==> src/rtl/uart_pkg.sv <==
// Shared definitions for the parameterised UART receiver: FSM states,
// parameter defaults and legal parameter ranges.
package uart_pkg;

    localparam int DATA_BITS_DEF    = 6;
    localparam int CLKS_PER_BIT_DEF = 16;
    localparam int STOP_BITS_DEF    = 1;

    localparam int DATA_BITS_MIN    = 5;
    localparam int DATA_BITS_MAX    = 9;
    localparam int CLKS_PER_BIT_MIN = 4;
    localparam int STOP_BITS_MIN    = 1;
    localparam int STOP_BITS_MAX    = 2;

    typedef enum logic [2:0] {
        ST_IDLE,
        ST_START,
        ST_DATA,
        ST_PARITY,
        ST_STOP
    } rx_state_e;

endpackage

==> src/rtl/uart_bit_timer.sv <==
// Mid-bit sample timer: load_half arms a half-bit delay (start-bit centre),
// load_full a whole bit period; sample_tick fires when the count expires.
module uart_bit_timer
    import uart_pkg::*;
#(
    parameter int CLKS_PER_BIT = CLKS_PER_BIT_DEF
) (
    input  logic clk,
    input  logic rst_n,
    input  logic run,
    input  logic load_half,
    input  logic load_full,
    output logic sample_tick
);

    localparam int CW = $clog2(CLKS_PER_BIT);
    localparam logic [CW-1:0] HALF_LD = CW'(CLKS_PER_BIT / 2 - 1);
    localparam logic [CW-1:0] FULL_LD = CW'(CLKS_PER_BIT - 1);

    logic [CW-1:0] cnt_q;
    logic [CW-1:0] cnt_d;

    always_comb begin
        cnt_d = cnt_q;
        if (load_half) begin
            cnt_d = HALF_LD;
        end else if (load_full) begin
            cnt_d = FULL_LD;
        end else if (cnt_q != '0) begin
            cnt_d = cnt_q - CW'(1);
        end
    end

    always_ff @(posedge clk or negedge rst_n) begin
        if (!rst_n) begin
            cnt_q <= '0;
        end else begin
            cnt_q <= cnt_d;
        end
    end

    assign sample_tick = run && (cnt_q == '0);

endmodule

==> src/rtl/uart_rx_param.sv <==
// Parameterised UART receiver with valid/ready output and sticky error flags.
// Define UART_RX_PARITY_EN to add an even-parity bit and the parity_err port.
module uart_rx_param
    import uart_pkg::*;
#(
    parameter int DATA_BITS    = DATA_BITS_DEF,
    parameter int CLKS_PER_BIT = CLKS_PER_BIT_DEF,
    parameter int STOP_BITS    = STOP_BITS_DEF
) (
    input  logic                 clk,
    input  logic                 rst_n,
    input  logic                 ce,
    input  logic                 serial_in,
    output logic [DATA_BITS-1:0] bits_out,
    output logic                 rx_valid,
    input  logic                 rx_ready,
    output logic                 frame_err,
    output logic                 overrun_err
`ifdef UART_RX_PARITY_EN
    ,
    output logic                 parity_err
`endif
);

    if (DATA_BITS < DATA_BITS_MIN || DATA_BITS > DATA_BITS_MAX) begin : g_bad_data_bits
        $error("uart_rx_param: DATA_BITS outside legal range");
    end
    if (CLKS_PER_BIT < CLKS_PER_BIT_MIN) begin : g_bad_clks_per_bit
        $error("uart_rx_param: CLKS_PER_BIT below minimum");
    end
    if (STOP_BITS < STOP_BITS_MIN || STOP_BITS > STOP_BITS_MAX) begin : g_bad_stop_bits
        $error("uart_rx_param: STOP_BITS must be 1 or 2");
    end

    rx_state_e            state_q, state_d;
    logic [1:0]           sync_q, sync_d;
    logic [1:0]           rst_sync_q, rst_sync_d;
    logic [3:0]           bit_cnt_q, bit_cnt_d;
    logic                 stop_cnt_q, stop_cnt_d;
    logic                 frame_bad_q, frame_bad_d;
    logic [DATA_BITS-1:0] shift_q, shift_d;
    logic [DATA_BITS-1:0] bits_out_q, bits_out_d;
    logic                 rx_valid_q, rx_valid_d;
    logic                 frame_err_q, frame_err_d;
    logic                 overrun_err_q, overrun_err_d;

    logic rx_s;
    logic rx_en;
    logic tick;
    logic load_half;
    logic load_full;
    logic deliver;
    logic deliver_ferr;
    logic accept;

`ifdef UART_RX_PARITY_EN
    logic par_bad_q, par_bad_d;
    logic parity_err_q, parity_err_d;
`endif

    assign rx_s  = sync_q[1];
    assign rx_en = rst_sync_q[1];

    uart_bit_timer #(
        .CLKS_PER_BIT(CLKS_PER_BIT)
    ) u_timer (
        .clk        (clk),
        .rst_n      (rst_n),
        .run        (state_q != ST_IDLE),
        .load_half  (load_half),
        .load_full  (load_full),
        .sample_tick(tick)
    );

    always_comb begin
        sync_d       = {sync_q[0], serial_in};
        rst_sync_d   = {rst_sync_q[0], 1'b1};
        state_d      = state_q;
        bit_cnt_d    = bit_cnt_q;
        stop_cnt_d   = stop_cnt_q;
        frame_bad_d  = frame_bad_q;
        shift_d      = shift_q;
        load_half    = 1'b0;
        load_full    = 1'b0;
        deliver      = 1'b0;
        deliver_ferr = 1'b0;
`ifdef UART_RX_PARITY_EN
        par_bad_d    = par_bad_q;
`endif
        case (state_q)
            ST_IDLE: begin
                if (rx_en && !rx_s) begin
                    state_d   = ST_START;
                    load_half = 1'b1;
                end
            end
            ST_START: begin
                if (tick) begin
                    if (rx_s) begin
                        state_d = ST_IDLE;
                    end else begin
                        state_d     = ST_DATA;
                        load_full   = 1'b1;
                        bit_cnt_d   = '0;
                        stop_cnt_d  = 1'b0;
                        frame_bad_d = 1'b0;
`ifdef UART_RX_PARITY_EN
                        par_bad_d   = 1'b0;
`endif
                    end
                end
            end
            ST_DATA: begin
                if (tick) begin
                    shift_d   = {rx_s, shift_q[DATA_BITS-1:1]};
                    load_full = 1'b1;
                    bit_cnt_d = bit_cnt_q + 4'd1;
                    if (bit_cnt_q == 4'(DATA_BITS - 1)) begin
`ifdef UART_RX_PARITY_EN
                        state_d = ST_PARITY;
`else
                        state_d = ST_STOP;
`endif
                    end
                end
            end
`ifdef UART_RX_PARITY_EN
            ST_PARITY: begin
                if (tick) begin
                    par_bad_d = ^{shift_q, rx_s};
                    state_d   = ST_STOP;
                    load_full = 1'b1;
                end
            end
`endif
            ST_STOP: begin
                if (tick) begin
                    // The word is released on the edge after the last stop sample.
                    if (stop_cnt_q == 1'(STOP_BITS - 1)) begin
                        state_d      = ST_IDLE;
                        deliver      = 1'b1;
                        deliver_ferr = frame_bad_q | ~rx_s;
                    end else begin
                        stop_cnt_d  = stop_cnt_q + 1'b1;
                        frame_bad_d = frame_bad_q | ~rx_s;
                        load_full   = 1'b1;
                    end
                end
            end
            default: state_d = ST_IDLE;
        endcase
        if (ce) begin
            state_d      = ST_IDLE;
            load_half    = 1'b0;
            load_full    = 1'b0;
            deliver      = 1'b0;
            deliver_ferr = 1'b0;
        end
    end

    always_comb begin
        accept        = rx_valid_q & rx_ready;
        bits_out_d    = deliver ? shift_q : bits_out_q;
        rx_valid_d    = deliver | (rx_valid_q & ~rx_ready);
        // Simultaneous accept and completion frees the slot, so no overrun.
        overrun_err_d = (overrun_err_q & ~accept) | (deliver & rx_valid_q & ~rx_ready);
        frame_err_d   = (frame_err_q & ~accept) | deliver_ferr;
`ifdef UART_RX_PARITY_EN
        parity_err_d  = (parity_err_q & ~accept) | (deliver & par_bad_q);
`endif
    end

    always_ff @(posedge clk or negedge rst_n) begin
        if (!rst_n) begin
            state_q       <= ST_IDLE;
            sync_q        <= 2'b11;
            rst_sync_q    <= 2'b00;
            bit_cnt_q     <= '0;
            stop_cnt_q    <= 1'b0;
            frame_bad_q   <= 1'b0;
            bits_out_q    <= '0;
            rx_valid_q    <= 1'b0;
            frame_err_q   <= 1'b0;
            overrun_err_q <= 1'b0;
        end else begin
            state_q       <= state_d;
            sync_q        <= sync_d;
            rst_sync_q    <= rst_sync_d;
            bit_cnt_q     <= bit_cnt_d;
            stop_cnt_q    <= stop_cnt_d;
            frame_bad_q   <= frame_bad_d;
            bits_out_q    <= bits_out_d;
            rx_valid_q    <= rx_valid_d;
            frame_err_q   <= frame_err_d;
            overrun_err_q <= overrun_err_d;
        end
    end

    always_ff @(posedge clk) begin
        shift_q <= shift_d;
    end

`ifdef UART_RX_PARITY_EN
    always_ff @(posedge clk or negedge rst_n) begin
        if (!rst_n) begin
            par_bad_q    <= 1'b0;
            parity_err_q <= 1'b0;
        end else begin
            par_bad_q    <= par_bad_d;
            parity_err_q <= parity_err_d;
        end
    end

    assign parity_err = parity_err_q;
`endif

    assign bits_out    = bits_out_q;
    assign rx_valid    = rx_valid_q;
    assign frame_err   = frame_err_q;
    assign overrun_err = overrun_err_q;

endmodule

==> config.mk <==
export PLATFORM = sky130hd
export DESIGN_NAME = uart_rx_param
export DESIGN_NICKNAME = d
export VERILOG_FILES = /design/src/rtl/uart_pkg.sv /design/src/rtl/uart_bit_timer.sv /design/src/rtl/uart_rx_param.sv
export SDC_FILE = /design/constraint.sdc
export NUM_CORES = 1
export LEC_CHECK = 0
export CAP_MARGIN = 5
export CORE_UTILIZATION = 45
export DETAILED_ROUTE_END_ITERATION = 10
export PLACE_DENSITY = 0.7
export SLEW_MARGIN = 0
export SYNTH_ARGS = -nofsm -noshare
export SYNTH_HDL_FRONTEND = slang
export SYNTH_SLANG_ARGS = --single-unit
export TNS_END_PERCENT = 50
==> constraint.sdc <==
create_clock -name clk -period 2.4 [get_ports clk]
set_input_delay 0.48 -clock clk [delete_from_list [all_inputs] [get_ports clk]]
set_output_delay 0.48 -clock clk [all_outputs]
set_load 0.005 [all_outputs]
==> out/metrics.cfg, run 1 <==
[global_route]
grt_overflow = 0
antenna_found_initial = 0
grt_max_degree = 26
grt_pass1_vias = 953
track_usage = 0.182
grt_first_pass_wirelength_mm = 4.37

[placed_design]
hpwl_mm = 1.73
place_area_um2 = 1580
place_congestion = 0.867
io_buffer_count = 13

[die]
rows = 19
start_util = 0.488
coreArea_um2 = 2850
fp.dieH_um = 57.6
num_io_pins = 14
dieArea_um2 = 3320
die_w_um = 57.6

[hold_path]
hp-start = rst_sync_q[0]
whs_endpoint = rst_sync_q[1]
hold_depth = 0
hold_path_class = reg -> reg

[critical_path]
crit_slowest_cell = nor4b_1
critical_path_class = reg -> reg
r2r_cells = 5
critPathCaptureType = register
critPathMaxStageDelay_ns = 0.39
crit_required_ns = 2.40
arrival_ns = 1.98
r2r_end = shift_q[5]
path_delay_family = simple AND/OR/NAND/NOR gates
r2r_slack_ns = 0.42
crit_buf_inv = 2
worstSetupStartpointType = register
path_max_fanout = 8
r2r-start = u_timer.cnt_q[0]
cp_cell_sequence = inv_1 -> ha_1 -> nor4b_1 -> buf_4 -> and2_1

[clock_network]
cts_inserted_buffers = 5
cts-resized-gates = 0
cts-root-buf = clkbuf_4
post_cts_buffers = 0
cts_max_level = 2
clk_latency_ns = 0.32
postCtsHoldBufs = 0
cts_tree = done
cts.sinks = 31
cts_max_path_buffers = 2
clk_pin_slew_ns = 0.09

[layout]
final_common_cell = dfrtp_1
fillers = 244
postLayoutCellArea_um2 = 1640
syn_to_final_growth_pct = 17.6
finalNetCount = 146
final_cell_mix = dfrtp_1 (23), clkdlybuf4s50_1 (13), inv_1 (10)
antenna_cells = 0
layout-drive-gt1-share = 0.159

[synth]
synthArstFlopShare = 0.806
synth_xor_xnor_area_share = 0.00629
synth.area.mux_share = 0.0566
synthCells = 116
synth_top_family_by_area = simple AND/OR/NAND/NOR gates
netlist_area_um2 = 1390
avgSynthCellArea_um2 = 12.0
yosysWarnings = 0
yosys.area_share.simple = 0.151
synth_cell_types = 41
synth-edff-count = 6
synth_compound_area_frac = 0.130
yosysSeqAreaShare = 0.580
ys_seq_elements = 31
ys.flop_type = dfrtp_1
synth_fa_ha_area_frac = 0.0359
synth_nets = 125

[sta]
setup_viol = 0
fin_crit_sh = 0.825
setup_tns_ns = 0
clock_skew_ns = 0.00834
rsz0062_at_grt = no
period_minus_slack_ns = 1.98
max-slew-margin-rel = 0.540
fmax_mhz = 505
finalHoldViolations = 0
slew_violations = 0
worstMarginPinSlew_ns = 0.681

[run_status]
status = completed

[route]
drt-vias-per-instance = 5.69
routed_wirelength_mm = 2.46
drt_pass1_iterations = 4
drtIter0Drc = 24
via_count = 962
drc_errors = 0
wl_per_cell_um = 14.5
ant_nets = 0

[power]
ir_drop_mv = 0.645
power_density_nw_per_um2 = 704
p_leak_uw = 0.000714

[job]
cap_violations = 0

power by group:
part           total (µW)  internal (µW)  switching, µW
Clock                 311            142            169
Sequential            625            578           46.3
Combinational         219           95.6            123
metal layers:
| layer | vias up | global-route usage | routed length (µm) |
|---|---|---|---|
| met2 | 24 | 0.264 | 1170 |
| met4 | 0 | 0.105 | 36 |
| met3 | 3 | 0.0558 | 89 |
| li1 | 470 | - | - |
| met5 | - | 0 | 0 |
| met1 | 465 | 0.245 | 1170 |
cells in the mapped netlist (all sizes together), types with 2 or more instances:
cell     n  area share
a211oi   2       0.011
nor3b    2       0.014
o21ai    5       0.018
clkbuf   3      0.0099
inv     10       0.027
nor2b    5       0.022
nor4b    3       0.019
o31ai    2       0.011
nand4b   3       0.019
a21oi    4       0.014
dfstp    2       0.038
ha       4       0.036
mux2     7       0.057
a21boi   3       0.016
nor2     3      0.0081
a22o     2       0.013
edfxtp   6        0.13
dfrtp   23        0.41
nand2    8       0.022
flip-flops by register name, summed over array words and instances, names as in the netlist:
register,cells
bits_out,6
shift_q,6
bit_cnt_q,4
u_timer.cnt_q,4
state_q,3
rst_sync_q,2
sync_q,2
frame_bad_q,1
frame_err,1
overrun_err,1
rx_valid,1
worst max-delay path by stage:
stage / startpoint / endpoint / slack, ns / cells past startpoint
3_3_place_gp: ce / bits_out[4] / 0.51 / 4
2_1_floorplan: u_timer.cnt_q[0] / shift_q[0] / 0.54 / 4
5_1_grt: u_timer.cnt_q[0] / shift_q[4] / 0.29 / 5
4_1_cts: u_timer.cnt_q[0] / shift_q[4] / 0.41 / 5
3_5_place_dp: u_timer.cnt_q[0] / shift_q[4] / 0.42 / 5
6_report: u_timer.cnt_q[0] / shift_q[5] / 0.42 / 5
per-stage QoR:
stage	util	total power, µW	std cells	hold WS [ns]	setup slack, ns
final	0.574	1150	169	0.353	0.420
after global routing	0.574	1230	169	0.367	0.294
after CTS	0.574	1170	169	0.356	0.409
after detailed placement	0.553	852	161	0.336	0.422
after global placement	0.553	839	161	0.335	0.515
after floorplan	-	773	116	0.184	0.538
final cells by class:
class | instances | area [µm²] | area share
clock inverters | 1 | 5.00 | 0.00306
clock buffers | 7 | 55.1 | 0.0336
flip-flops and latches | 31 | 808 | 0.494
inverters | 10 | 37.5 | 0.0229
multi-input cells | 72 | 533 | 0.325
well taps | 31 | 38.8 | 0.0237
repair buffers | 17 | 160 | 0.0978
cell families after synthesis:
group           count (synthesis)
buf+inv                        13
compound gates                 26
xor+xnor                        1
flops                          31
fa+ha+maj                       4
other cells                     1
simple gates                   33
mux                             7
Note: power is estimated with default switching activity, not from simulation.
==> inputs of run 2 (changes only) <==
Clock period 2.4 ns to 1.99 ns, I/O delays scaled along.
==> out/metrics.cfg, run 2 (synthesis gave the netlist of run 1 again) <==
[power]
power_density_nw_per_um2 = 849  ; +21%
power.share.switching = 0.308  ; +0.0148
p_leak_uw = 0.000711  ; -0.36%
ir_drop_mv = 0.643  ; -0.36%
power.switching_uw = 431  ; +27%
power_uw = 1400  ; +21%
p_int_uw = 969  ; +19%
seqPwrFrac = 0.543  ; +0.002
clockPowerShare = 0.240  ; -0.029
power_frac_comb = 0.217  ; +0.028

[global_route]
grt_pass1_vias = 966  ; +1.4%
grt_overflow = 0  ; unchanged
antenna_found_initial = 0  ; unchanged
track_usage = 0.188  ; +0.00542
grt_max_degree = 26  ; unchanged
grt_first_pass_wirelength_mm = 4.54  ; +3.8%

[sta]
rsz0062_at_grt = no
period_minus_slack_ns = 1.86  ; -0.123 ns
fmax_mhz = 539  ; +6.7%
clock_skew_ns = 0.0159  ; +0.00758 ns
worstMarginPinSlew_ns = 0.523  ; -0.158 ns
max-slew-margin-rel = 0.647  ; +0.107
setup_viol = 0  ; unchanged
slew_violations = 0  ; unchanged
setup_tns_ns = 0  ; unchanged
hold_slack_ns = 0.365  ; +0.0129 ns
fin_crit_sh = 0.933  ; +0.108
finalHoldViolations = 0  ; unchanged
worst_slack_ns = 0.133  ; -0.287 ns

[layout]
syn_to_final_growth_pct = 18.4
final_cell_mix = dfrtp_1 (23), clkdlybuf4s50_1 (13), inv_1 (9)
fillers = 239  ; -2.0%
antenna_cells = 0  ; unchanged
finalNetCount = 147  ; +0.68%
layout-drive-gt1-share = 0.173  ; +0.0132
final_common_cell = dfrtp_1

[run_status]
status = completed

[clock_network]
cts_max_path_buffers = 2  ; unchanged
cts.sinks = 31  ; unchanged
postCtsHoldBufs = 0  ; unchanged
cts_inserted_buffers = 5  ; unchanged
clk_pin_slew_ns = 0.10  ; about the same
cts_max_level = 2  ; unchanged
clk_latency_ns = 0.34  ; +0.02 ns
cts-root-buf = clkbuf_4
cts_tree = done

[critical_path]
worstSetupStartpointType = register
r2r_cells = 5  ; unchanged
critical_path_class = reg -> reg
r2r-start = u_timer.cnt_q[1]
crit_end = state_q[2]
critPathCaptureType = register
r2r_end = state_q[2]
r2r_slack_ns = 0.13  ; -0.29 ns
arrival_ns = 2.12  ; +0.14 ns
crit_start = u_timer.cnt_q[1]
path_max_fanout = 8  ; unchanged
crit_required_ns = 2.26  ; -0.14 ns

[route]
drt_pass1_iterations = 4  ; unchanged
drc_errors = 0  ; unchanged
drt-vias-per-instance = 5.83  ; +2.4%
routed_wirelength_mm = 2.67  ; +8.7%
ant_nets = 0  ; unchanged
via_count = 991  ; +3.0%
wl_per_cell_um = 15.7  ; +8.1%
drtIter0Drc = 31  ; +29%

[placed_design]
io_buffer_count = 13  ; unchanged
hpwl_mm = 1.77  ; +2.3%
place_congestion = 0.822  ; -5.2%
pre_cts_ws_ns = -0.0142  ; -0.436 ns

[die]
coreArea_um2 = 2850  ; unchanged
start_util = 0.488  ; unchanged
dieArea_um2 = 3320  ; unchanged
die_w_um = 57.6  ; unchanged
num_io_pins = 14  ; unchanged
fp.dieH_um = 57.6  ; unchanged
rows = 19  ; unchanged

[hold_path]
hold_path_class = reg -> reg

[job]
cap_violations = 0  ; unchanged

run 2: cell types whose count changed in the layout (fill, tap and decap cells not counted), sizes merged:
cell,change
clkbuf,-1
buf,+1
clkinv,+1
run 2: cell type report:
type                            count  area, µm²  share of cell area
Clock buffer                        6       41.3              0.0250
Clock inverter                      2       7.51             0.00455
Inverter                           10       37.5              0.0228
Multi-Input combinational cell     72        548               0.332
Sequential cell                    31        808               0.490
Tap cell                           31       38.8              0.0235
Timing Repair Buffer               18        168               0.102
run 2: timing repair:
| action | CTS | global route |
|---|---|---|
| endpoints found under the setup margin | 1 | 9 |
| buffers inserted | 0 | 0 |
| pin swaps | 0 | 0 |
| gates cloned | 0 | 0 |
| resized for setup | 1 | 3 |
| endpoints found under the hold margin | 0 | 0 |
run 2: through the flow:
step           cells   util  cell area (µm²)
2_1_floorplan    116      -             1390
3_5_place_dp     162  0.556             1590
6_report         170  0.578             1650
4_1_cts          170  0.574             1640
3_3_place_gp     162  0.556             1590
5_1_grt          170  0.578             1650
run 2: power groups by stage:
stage                     Sequential (µW)  Clock [µW]  Combinational, µW
after CTS                             757         351                269
after floorplan                       751           0                181
after global placement                765           0                248
after global routing                  769         371                344
after detailed placement              769           0                262
final                                 761         335                304
run 2: critical path: stages, from the launching register on:
cell	delay [ns]
dfrtp_1	0.41
inv_1	0.12
ha_4	0.16
or3b_4	0.43
or4_1	0.50
a21boi_1	0.18
run 2: worst min path at each step:
stage	start	slack [ns]	cells after the start	endpoint
detailed placement	sync_q[0]	0.35	0	sync_q[1]
finish	sync_q[0]	0.37	0	sync_q[1]
floorplan	rst_n	0.10	0	bit_cnt_q[0]
global route	sync_q[0]	0.37	0	sync_q[1]
CTS	sync_q[0]	0.37	0	sync_q[1]
global placement	rst_sync_q[0]	0.34	0	rst_sync_q[1]
run 2: metal layers:
metal,part of all wire,track usage
met2,0.48,0.286
met1,0.44,0.244
met4,0.016,0.0906
met3,0.056,0.0625
met5,0,0
==> inputs of run 3 (changes only) <==
Settings changed: CORE_UTILIZATION 45 to 25, CTS_CLUSTER_SIZE set to 12, PLACE_DENSITY 0.7 to 0.46.
==> out/metrics.cfg, run 3 (synthesis gave the netlist of run 1 again) <==
[critical_path]
worstSetupStartpointType = register
crit_required_ns = 2.20  ; -0.06 ns
critPathMaxStageDelay_ns = 0.48  ; -0.02 ns
path_max_fanout = 8  ; unchanged
arrival_ns = 2.11  ; about the same
r2r_cells = 5  ; unchanged
critPathCaptureType = register
r2r_slack_ns = 0.09  ; -0.05 ns
crit_slowest_cell = or4_1
cp_cell_sequence = inv_1 -> ha_2 -> or3b_4 -> or4_1 -> a21boi_1
r2r-start = u_timer.cnt_q[0]
r2r_end = state_q[2]
critical_path_class = reg -> reg

[route]
drt-vias-per-instance = 4.59  ; -21%
via_count = 969  ; -2.2%
routed_wirelength_mm = 2.81  ; +5.4%
ant_nets = 0  ; unchanged
wl_per_cell_um = 13.3  ; -15%
drtIter0Drc = 66  ; +110%
drt_pass1_iterations = 4  ; unchanged
drc_errors = 0  ; unchanged

[die]
coreArea_um2 = 5240  ; +84%
fp.dieH_um = 76.6  ; +33%
num_io_pins = 14  ; unchanged
die_w_um = 76.6  ; +33%
start_util = 0.266  ; -0.222
rows = 26  ; +7
dieArea_um2 = 5870  ; +77%

[global_route]
grt_max_degree = 26  ; unchanged
track_usage = 0.103  ; -0.0844
grt_overflow = 0  ; unchanged
antenna_found_initial = 0  ; unchanged
grt_first_pass_wirelength_mm = 4.66  ; +2.7%
grt_pass1_vias = 1008  ; +4.3%

[clock_network]
cts-root-buf = clkbuf_8
postCtsHoldBufs = 0  ; unchanged
cts_max_level = 2  ; unchanged
cts.sinks = 31  ; unchanged
cts-resized-gates = 1  ; unchanged
post_cts_buffers = 0  ; unchanged
cts_max_path_buffers = 2  ; unchanged
clk_latency_ns = 0.28  ; -0.06 ns
clk_pin_slew_ns = 0.07  ; -0.03 ns
cts_tree = done
cts_inserted_buffers = 5  ; unchanged

[layout]
finalNetCount = 149  ; +1.4%
syn_to_final_growth_pct = 26.5
final_cell_mix = dfrtp_1 (23), clkdlybuf4s50_1 (13), inv_1 (10)
layout-drive-gt1-share = 0.191  ; +0.0188
antenna_cells = 0  ; unchanged
final_common_cell = dfrtp_1

[power]
power_density_nw_per_um2 = 928  ; +9.3%
ir_drop_mv = 0.441  ; -31%
p_leak_uw = 0.000749  ; +5.4%

[run_status]
status = completed

[job]
cap_violations = 0  ; unchanged

[hold_path]
hp-start = rst_sync_q[0]
hold_depth = 0  ; unchanged
whs_endpoint = rst_sync_q[1]
hold_path_class = reg -> reg

[sta]
period_minus_slack_ns = 1.90  ; +0.0475 ns
setup_tns_ns = 0  ; unchanged
fin_crit_sh = 0.957  ; +0.0239
finalHoldViolations = 0  ; unchanged
setup_viol = 0  ; unchanged
clock_skew_ns = 0.00694  ; -0.00899 ns
rsz0062_at_grt = no
worst_slack_ns = 0.0856  ; -0.0475 ns
slew_violations = 0  ; unchanged
fmax_mhz = 525  ; -2.5%

[placed_design]
io_buffer_count = 13  ; unchanged
hpwl_mm = 2.05  ; +16%
pre_cts_ws_ns = 0.00320  ; +0.0174 ns
place_congestion = 0.748  ; -8.9%

-- run 3: worst max-delay path: cells and delay by family (launching register included) --
family          cells  cell delay [ns]
simple gates        2             0.92
buf+inv             1             0.13
fa+ha+maj           1             0.23
compound gates      1             0.16
flops               1             0.39
-- run 3: how the worst max path moves through the flow --
stage / end / cells past startpoint / slack (ns) / from
floorplan: shift_q[0] / 4 / 0.13 / u_timer.cnt_q[0]
global placement: state_q[2] / 5 / 0.03 / u_timer.cnt_q[0]
detailed placement: state_q[2] / 5 / 0.003 / u_timer.cnt_q[0]
CTS: state_q[2] / 5 / 0.03 / u_timer.cnt_q[0]
global route: state_q[2] / 5 / 0.02 / u_timer.cnt_q[0]
finish: state_q[2] / 5 / 0.09 / u_timer.cnt_q[0]
-- run 3: final cells by class --
class,instances,area (µm²)
Inverter,10,37.5
Tap cell,70,87.6
Timing Repair Buffer,20,183
Clock inverter,3,38.8
Clock buffer,5,68.8
Sequential cell,31,808
Multi-Input combinational cell,72,538
Fill cell,516,3480
-- run 3: metrics by stage --
stage | util | total power, µW | cell area (µm²) | hold WS, ns | instances
final | 0.336 | 1630 | 1760 | 0.351 | 211
after global routing | 0.336 | 1720 | 1760 | 0.361 | 211
after CTS | 0.336 | 1650 | 1760 | 0.355 | 211
after detailed placement | 0.315 | 1030 | 1650 | 0.337 | 203
after global placement | 0.315 | 1020 | 1650 | 0.335 | 203
after floorplan | - | 932 | 1390 | 0.102 | 116
-- run 3: where the power goes --
group          total [µW]  leakage (µW)  internal, µW  switching [µW]
sequential            761      0.000382           698            62.3
combinational         272      0.000312           128             145
clock                 602     0.0000556           366             236
-- run 3: routing by layer --
layer	part of all wire	wire, µm	track usage	vias up
met1	0.48	1340	0.125	471
met4	0.014	38	0.0442	0
met5	0	0	0	-
met3	0.042	117	0.0335	6
li1	-	-	-	473
met2	0.47	1310	0.168	19
